File: src/rtl/fetch_decode_stage.sv
`default_nettype none
// ============================================================================
// fetch_decode_stage : PC/imem fetch with req-ack, IF/ID register, 1-deep stall
// buffer and branch redirect. Optional macro HALT_DECODE_EN. Rev 1.0
// ============================================================================
module fetch_decode_stage #(
  parameter int              PC_W     = 32,
  parameter int              INSTR_W  = 32,
  parameter int              IMM_W    = 19,
  parameter logic [PC_W-1:0] RESET_PC = 32'h0000_0000
) (
  input  logic               clk,
  input  logic               rst_n,
  output logic               imem_req,
  output logic [PC_W-1:0]    imem_addr,
  input  logic [INSTR_W-1:0] imem_rdata,
  input  logic               imem_ack,
  input  logic               br_taken,
  input  logic [PC_W-1:0]    br_target,
  input  logic               id_ready,
  output logic               id_valid,
  output logic [1:0]         tipo,
  output logic [1:0]         op,
  output logic               inm,
  output logic [3:0]         rd,
  output logic [3:0]         rn,
  output logic [3:0]         rm,
  output logic [IMM_W-1:0]   imm,
`ifdef HALT_DECODE_EN
  output logic               halted,
`endif
  output logic [PC_W-1:0]    id_pc
);

  typedef enum logic [2:0] {
    S_IDLE   = 3'd0,
    S_FETCH  = 3'd1,
    S_HOLD   = 3'd2,
    S_DRAIN  = 3'd3
`ifdef HALT_DECODE_EN
    , S_HALTED = 3'd4
`endif
  } state_t;

  state_t             state_q, state_d;
  logic [PC_W-1:0]    pc_q, pc_d;
  logic [PC_W-1:0]    tgt_q, tgt_d;
  logic [PC_W-1:0]    id_pc_q, id_pc_d;
  logic [PC_W-1:0]    pend_pc_q, pend_pc_d;
  logic [INSTR_W-1:0] instr_q, instr_d;
  logic [INSTR_W-1:0] pend_instr_q, pend_instr_d;
  logic               id_valid_q, id_valid_d;
  logic               req_q, req_d;
  logic               ack_v;
  logic               consume;
`ifdef HALT_DECODE_EN
  logic               halted_q;
`endif

  assign ack_v   = imem_ack & req_q;
  assign consume = id_valid_q & id_ready;

  always_comb begin
    state_d      = state_q;
    pc_d         = pc_q;
    tgt_d        = tgt_q;
    id_pc_d      = id_pc_q;
    instr_d      = instr_q;
    pend_pc_d    = pend_pc_q;
    pend_instr_d = pend_instr_q;
    id_valid_d   = id_valid_q & ~consume;

    if (br_taken) begin
      // A redirect flushes IF/ID and the pending slot; an unacked fetch must still drain.
      id_valid_d = 1'b0;
      case (state_q)
        S_FETCH: begin
          if (ack_v) begin
            pc_d = br_target;
          end else begin
            tgt_d   = br_target;
            state_d = S_DRAIN;
          end
        end
        S_DRAIN: begin
          if (ack_v) begin
            pc_d    = br_target;
            state_d = S_FETCH;
          end else begin
            tgt_d = br_target;
          end
        end
        default: begin
          pc_d    = br_target;
          state_d = S_FETCH;
        end
      endcase
    end else begin
      case (state_q)
        S_IDLE: state_d = S_FETCH;
        S_FETCH: begin
          if (ack_v) begin
            pc_d = pc_q + PC_W'(4);
            if (!id_valid_q || consume) begin
              instr_d    = imem_rdata;
              id_pc_d    = pc_q;
              id_valid_d = 1'b1;
`ifdef HALT_DECODE_EN
              if (imem_rdata[31:30] == 2'b11) state_d = S_HALTED;
`endif
            end else begin
              pend_instr_d = imem_rdata;
              pend_pc_d    = pc_q;
              state_d      = S_HOLD;
            end
          end
        end
        S_HOLD: begin
          if (consume) begin
            instr_d    = pend_instr_q;
            id_pc_d    = pend_pc_q;
            id_valid_d = 1'b1;
            state_d    = S_FETCH;
`ifdef HALT_DECODE_EN
            if (pend_instr_q[31:30] == 2'b11) state_d = S_HALTED;
`endif
          end
        end
        S_DRAIN: begin
          if (ack_v) begin
            pc_d    = tgt_q;
            state_d = S_FETCH;
          end
        end
        default: ;
      endcase
    end

    req_d = (state_d == S_FETCH) || (state_d == S_DRAIN);
  end

  always_ff @(posedge clk or negedge rst_n) begin
    if (!rst_n) begin
      state_q      <= S_IDLE;
      pc_q         <= RESET_PC;
      tgt_q        <= '0;
      id_pc_q      <= '0;
      pend_pc_q    <= '0;
      instr_q      <= '0;
      pend_instr_q <= '0;
      id_valid_q   <= 1'b0;
      req_q        <= 1'b0;
`ifdef HALT_DECODE_EN
      halted_q     <= 1'b0;
`endif
    end else begin
      state_q      <= state_d;
      pc_q         <= pc_d;
      tgt_q        <= tgt_d;
      id_pc_q      <= id_pc_d;
      pend_pc_q    <= pend_pc_d;
      instr_q      <= instr_d;
      pend_instr_q <= pend_instr_d;
      id_valid_q   <= id_valid_d;
      req_q        <= req_d;
`ifdef HALT_DECODE_EN
      halted_q     <= (state_d == S_HALTED);
`endif
    end
  end

  // pc_q only moves on an ack or a redirect, so it doubles as the stable fetch address.
  assign imem_req  = req_q;
  assign imem_addr = pc_q;
  assign id_valid  = id_valid_q;
  assign id_pc     = id_pc_q;
  assign tipo      = instr_q[31:30];
  assign op        = instr_q[29:28];
  assign inm       = instr_q[27];
  assign rd        = instr_q[26:23];
  assign rn        = instr_q[22:19];
  assign rm        = instr_q[18:15];
  assign imm       = instr_q[IMM_W-1:0];
`ifdef HALT_DECODE_EN
  assign halted    = halted_q;
`endif

endmodule
`default_nettype wire

File: config.mk
export PLATFORM = sky130hd
export DESIGN_NAME = fetch_decode_stage
export DESIGN_NICKNAME = d
export VERILOG_FILES = /design/src/rtl/fetch_decode_stage.sv
export SDC_FILE = /design/constraint.sdc
export NUM_CORES = 1
export LEC_CHECK = 0
export ABC_AREA = 1
export BUFFER_PORTS_ARGS = -buffer_cell sky130_fd_sc_hd__buf_2
export CAP_MARGIN = 40
export CORE_ASPECT_RATIO = 1.1
export CORE_UTILIZATION = 40
export DETAILED_ROUTE_END_ITERATION = 10
export REMOVE_ABC_BUFFERS = 1
export SETUP_SLACK_MARGIN = 0.2
export SYNTH_ARGS = -nofsm -noshare
export SYNTH_HDL_FRONTEND = slang
export SYNTH_SLANG_ARGS = --single-unit
File: constraint.sdc
create_clock -name clk -period 2.3 [get_ports clk]
set_clock_uncertainty 0.15 [all_clocks]
set_input_delay 0.115 -clock clk [delete_from_list [all_inputs] [get_ports clk]]
set_output_delay 0.115 -clock clk [all_outputs]
set_load 0.02 [all_outputs]
---- Word level (Yosys, flattened, before mapping) ----
Cells that the tools add are included.
storage, ports and cells
  register bits ........................... 197
  logic and storage cells ................. 66
  input port bits ......................... 69
operators by class
  bitwise gates (word level) .............. 7
  reduce and logical (&&, ||, !) cells .... 11
  eq/ne operators ......................... 11
  add/subtract/negate cells ............... 1
  muxes and demuxes ....................... 27
operators by type and width
  operator                 count
  $mux W32                 11
  $pmux W32 S2             3
  $add A32 B3 Y32 const B  1
  $mux W3                  6
  $pmux W3 S4              1
  $eq A3 B2 Y1 const B     3
  $reduce_and A4 Y1        2
  $eq A3 B1 Y1 const B     2
  $ne A2 B2 Y1 const B     3
  $ne A3 B3 Y1 const B     2
  $pmux W3 S2              1
  $reduce_and A5 Y1        1
  $mux W1                  4
  $not A1 Y1               4
  $and A1 B1 Y1            3
  $logic_not A3 Y1         1
  $ne A3 B2 Y1 const B     1
  $reduce_and A3 Y1        1
  $reduce_bool A3 Y1       1
  $logic_or A1 B1 Y1       2
  $pmux W1 S2              1
  $reduce_bool A2 Y1       1
  $reduce_or A2 Y1         1
  $logic_not A1 Y1         1

---- Longest topological paths before layout ----
  word-level depth ........................ 8
  gate-level depth with buffers ........... 12
  depth with buffers taken out ............ 12

---- Worst setup path before layout ----
OpenSTA, ideal clock, no wires.
  kind .................................... flip-flop to flip-flop
  start point ............................. reg pc_q[2] (netlist: imem_addr[2])
  end point ............................... reg pc_q[22] (netlist: imem_addr[22])
  stages on the path, launching flop included .. 11
  arrival time ............................ 1.656 ns
  period minus slack after synthesis ...... 1.936 ns
  data required time ...................... 2.020 ns
  path slack .............................. 0.364 ns
  cells stage by stage .................... dfrtp_1 ha_1 inv_1 nor2_1 nand2_1 nor2_1 nand3_1 nand3_1 nand2_1 nand2_1 o21ai_0
between the ends
  cells in the longest elaborated chain, start to end .. 4
RTL lines
  item                    RTL line  text
  from (decl)             46        logic [PC_W-1:0] pc_q, pc_d;
  from (signal assigned)  158       pc_q <= pc_d;
  $add A32 B3 Y32         103       pc_d = pc_q + PC_W'(4);
  $mux W32                102       if (ack_v) begin
  $pmux W32 S2            99        case (state_q)
  $mux W32                73        if (br_taken) begin
Every way passes these cells. The select of a mux whose other input is x is not followed.
A chain may end at the register's enable or synchronous reset.

---- Final worst setup path ----
  start point ............................. reg state_q[2]
  end point ............................... reg instr_q[4]
between the ends
  cells in the longest elaborated chain, start to end .. 3
  elaborated cells on any way between the ends .. 8
  classes of those cells .................. 5 x eq/ne; 1 x mux; 2 x reduce/logical
RTL lines
  item                                                                        RTL line  text
  from (decl)                                                                 45        state_t state_q, state_d;
  from (signal assigned)                                                      157       state_q <= state_d;
  $eq A3 B1 Y1 / $eq A3 B2 Y1 (equally long branches)                         99
  $ne A2 B2 Y1 (no source line) / $reduce_bool A2 Y1 (equally long branches)  -
  $reduce_and A5 Y1 (no source line)                                          -
  to (signal assigned)                                                        162       instr_q <= instr_d;
  to (decl)                                                                   50        logic [INSTR_W-1:0] instr_q, instr_d;
Parallel ways exist; a longest one is shown, timed or not.

==> results.cfg <==
[die]
die_w_um = 149
num_rows = 58
fp.dieH_um = 164
core_sq_um = 23100
die-area_sq_um = 24400
pin_count = 171
start_util_pct = 41.2

[clock_tree]
path_clk_slew_ns = 0.08
cts.path.max_buffers = 2
numCtsBuffers = 17
clock_latency_ns = 0.43
htreeDepth = 4
clockRootBuffer = clkbuf_16
cts_tree = built
cts.sinks = 197

[routing]
drtAntennaViolNets = 0
vias = 8698
drc = 0
viasPerCell = 4.88
wl_per_cell_um = 14.3
drtPass1Iterations = 5
wl_um = 25500
drt_iter0_markers = 570

[critical_path]
critPathSlowestCell = dfrtp_1
critPathKind = flop to flop
r2r_start = state_q[2]
cp-start-kind = flop
required_ns = 2.50
crit_path_cell_trace = nor2_4 -> nand2_1 -> nand2_1 -> nand2_1 -> nor3_4 -> buf_12 -> buf_16 -> nor2_1 -> a21oi_1
critPathMaxStageDelay_ns = 0.42
crit_top_cell = nand2_1
reg2reg_depth = 9
reg2reg_slack_ns = 0.35
worstPathMaxFanout = 36
cp.arrival_ns = 2.15
endpoint_kind = flop
worstSetupStartpoint = state_q[2]
rr_endpoint = instr_q[4]

[grt]
grt_first_pass_wirelength_um = 41600
antenna_found_initial = 0
grt_max_degree = 130
grt-ovfl-total = 0
grt_pass1_vias = 8129
track_usage_pct = 21.6

[power_and_ir_drop]
ir_worst_vdd_mv = 0.508
power_density_nw_per_um2 = 922
p_leak_nw = 6.09

[finish]
seqCellArea_sq_um = 4930
num_antenna_cells = 0
fin_cells = 1783
syn2layout_area_growth_pct = 26.5
fin_nets = 1540
multi_input_comb_area_sq_um = 3810
drive_gt1_share_pct = 16.2
fillers = 2306

[yosys]
ys_types = 25
ys_warn_count = 0
ys_top_cells_by_area = dfrtp_1 52%, nand2_1 14%, o21ai_0 9.9%, nor2_1 6.0%, a21oi_1 5.3%
yosys_most_used_dff = dfrtp_1
synth_area_sq_um = 9520
yosys.area.top_type = dfrtp_1
netlist.area_leader.share_pct = 51.8
syn_avg_cell_area_sq_um = 7.57
synth.ff_latch_count = 197
synth_common_cells = 362 x nand2_1, 197 x dfrtp_1, 189 x o21ai_0
synthArstFlopShare_pct = 100
netlist_instances = 1257
synth_edf_count = 0
synth_seq_area_share_pct = 51.8
yosysMostFrequentCell = nand2_1

[flow_run]
maxCapViolCount = 0

[placement]
port_buffers = 170
gp_congestion = 0.917
dp.cells = 1681
place_hpwl_um = 16800

[sta]
max_freq_mhz = 513
finalHoldViolCount = 0
tightest_slew_ns = 0.569
rsz0062_at_grt = false
fin_crit_sh_pct = 84.7
relSlewSlack_pct = 62.1
min_period_ns = 1.95
finalMaxSlewViolations = 0
fin_tns_setup_ns = 0
holdWs_ns = 0.0369
setup_viol_count_final = 0

[min_path]
hold_class = input port to async pin

[run_status]
status = finished clean
stage by stage:
stage | area [sq um] | worst slack [ns] | power, mW | util (%)
finish | 12000 | 0.351 | 11.1 | 52.2
global route | 12000 | 0.207 | 11.8 | 52.2
CTS | 12000 | 0.306 | 11.2 | 51.9
detailed placement | 10700 | 0.345 | 8.07 | 46.5
global placement | 10700 | 0.399 | 7.99 | 46.5
floorplan | 9160 | -4.87 | 6.86 | -
cell type report:
type	count	share of cell area (%)
clock buffers	19	3.68
clock inverters	13	1.16
inverters	124	3.87
multi-input cells	864	31.6
flip-flops and latches	197	40.9
well taps	300	3.12
repair buffers	266	15.6
cells in the final DEF, fill, tap and decap left out, types with 4 or more instances in the layout:
cell type      synthesis  routed
inv_1                120     120
buf_2                 23     169
o21ai_0              189     188
dfrtp_1              197     197
nand3_1               33      31
nand2_1              362     362
a21oi_1              100     100
buf_12                 0       7
a22oi_1                4       4
buf_4                  5      18
clkbuf_16              0      18
nor2_1               152     150
xor2_1                 4       4
o21a_1                 6       6
inv_6                  0       4
dlygate4sd3_1          0      67
state kept, by name, summed over array words and instances (netlist names):
| register | cells |
|---|---|
| id_valid | 1 |
| imem_req | 1 |
| state_q | 3 |
| id_pc | 32 |
| instr_q | 32 |
| imem_addr | 32 |
| pend_pc_q | 32 |
| pend_instr_q | 32 |
| tgt_q | 32 |
critical path, delay by kind of cell (launching register included):
family	cells	cell delay, ns
compound gates	1	0.12
simple gates	6	0.79
buf+inv	2	0.38
flops	1	0.42
cells by family after synthesis:
family                   synth area share [%]
buffers and inverters                    8.70
flip-flops                               51.8
XOR/XNOR                                0.460
AND/OR/NAND/NOR                          22.5
AO/OA/AOI/OAI                            16.5
adder cells (fa/ha/maj)                 0.131
power by group:
part	leakage [nW]	internal, mW	switching [mW]	total (mW)
combinational	3.44	1.15	1.99	3.13
clock	0.289	1.57	1.43	3.00
sequential	2.37	4.39	0.581	4.97
total	6.09	7.10	4.00	11.1
timing repair:
| item | 4_1_cts | 5_1_grt |
|---|---|---|
| endpoints found under the setup margin | 0 | 31 |
| hold buffers | 67 | 0 |
| resized for setup | 0 | 4 |
| setup buffers | 0 | 2 |
| endpoints found under the hold margin | 326 | 0 |
worst max path at each step:
stage,endpoint,cells after the start
6_report,instr_q[4],9
3_3_place_gp,pend_instr_q[29],7
2_1_floorplan,id_pc[0],6
3_5_place_dp,id_pc[25],9
5_1_grt,imem_addr[22],10
4_1_cts,id_pc[13],9
per-layer routing:
| metal | part of all wire, % | vias up | wire length (um) | global-route usage, % |
|---|---|---|---|---|
| met5 | 0 | - | 0 | 0 |
| met4 | 1.7 | 0 | 431 | 6.63 |
| met3 | 4.8 | 24 | 1220 | 3.14 |
| met2 | 47 | 216 | 11900 | 35.4 |
| met1 | 47 | 4043 | 11900 | 29.5 |
| li1 | - | 4415 | - | - |
Note: power is estimated with default switching activity, not from simulation.
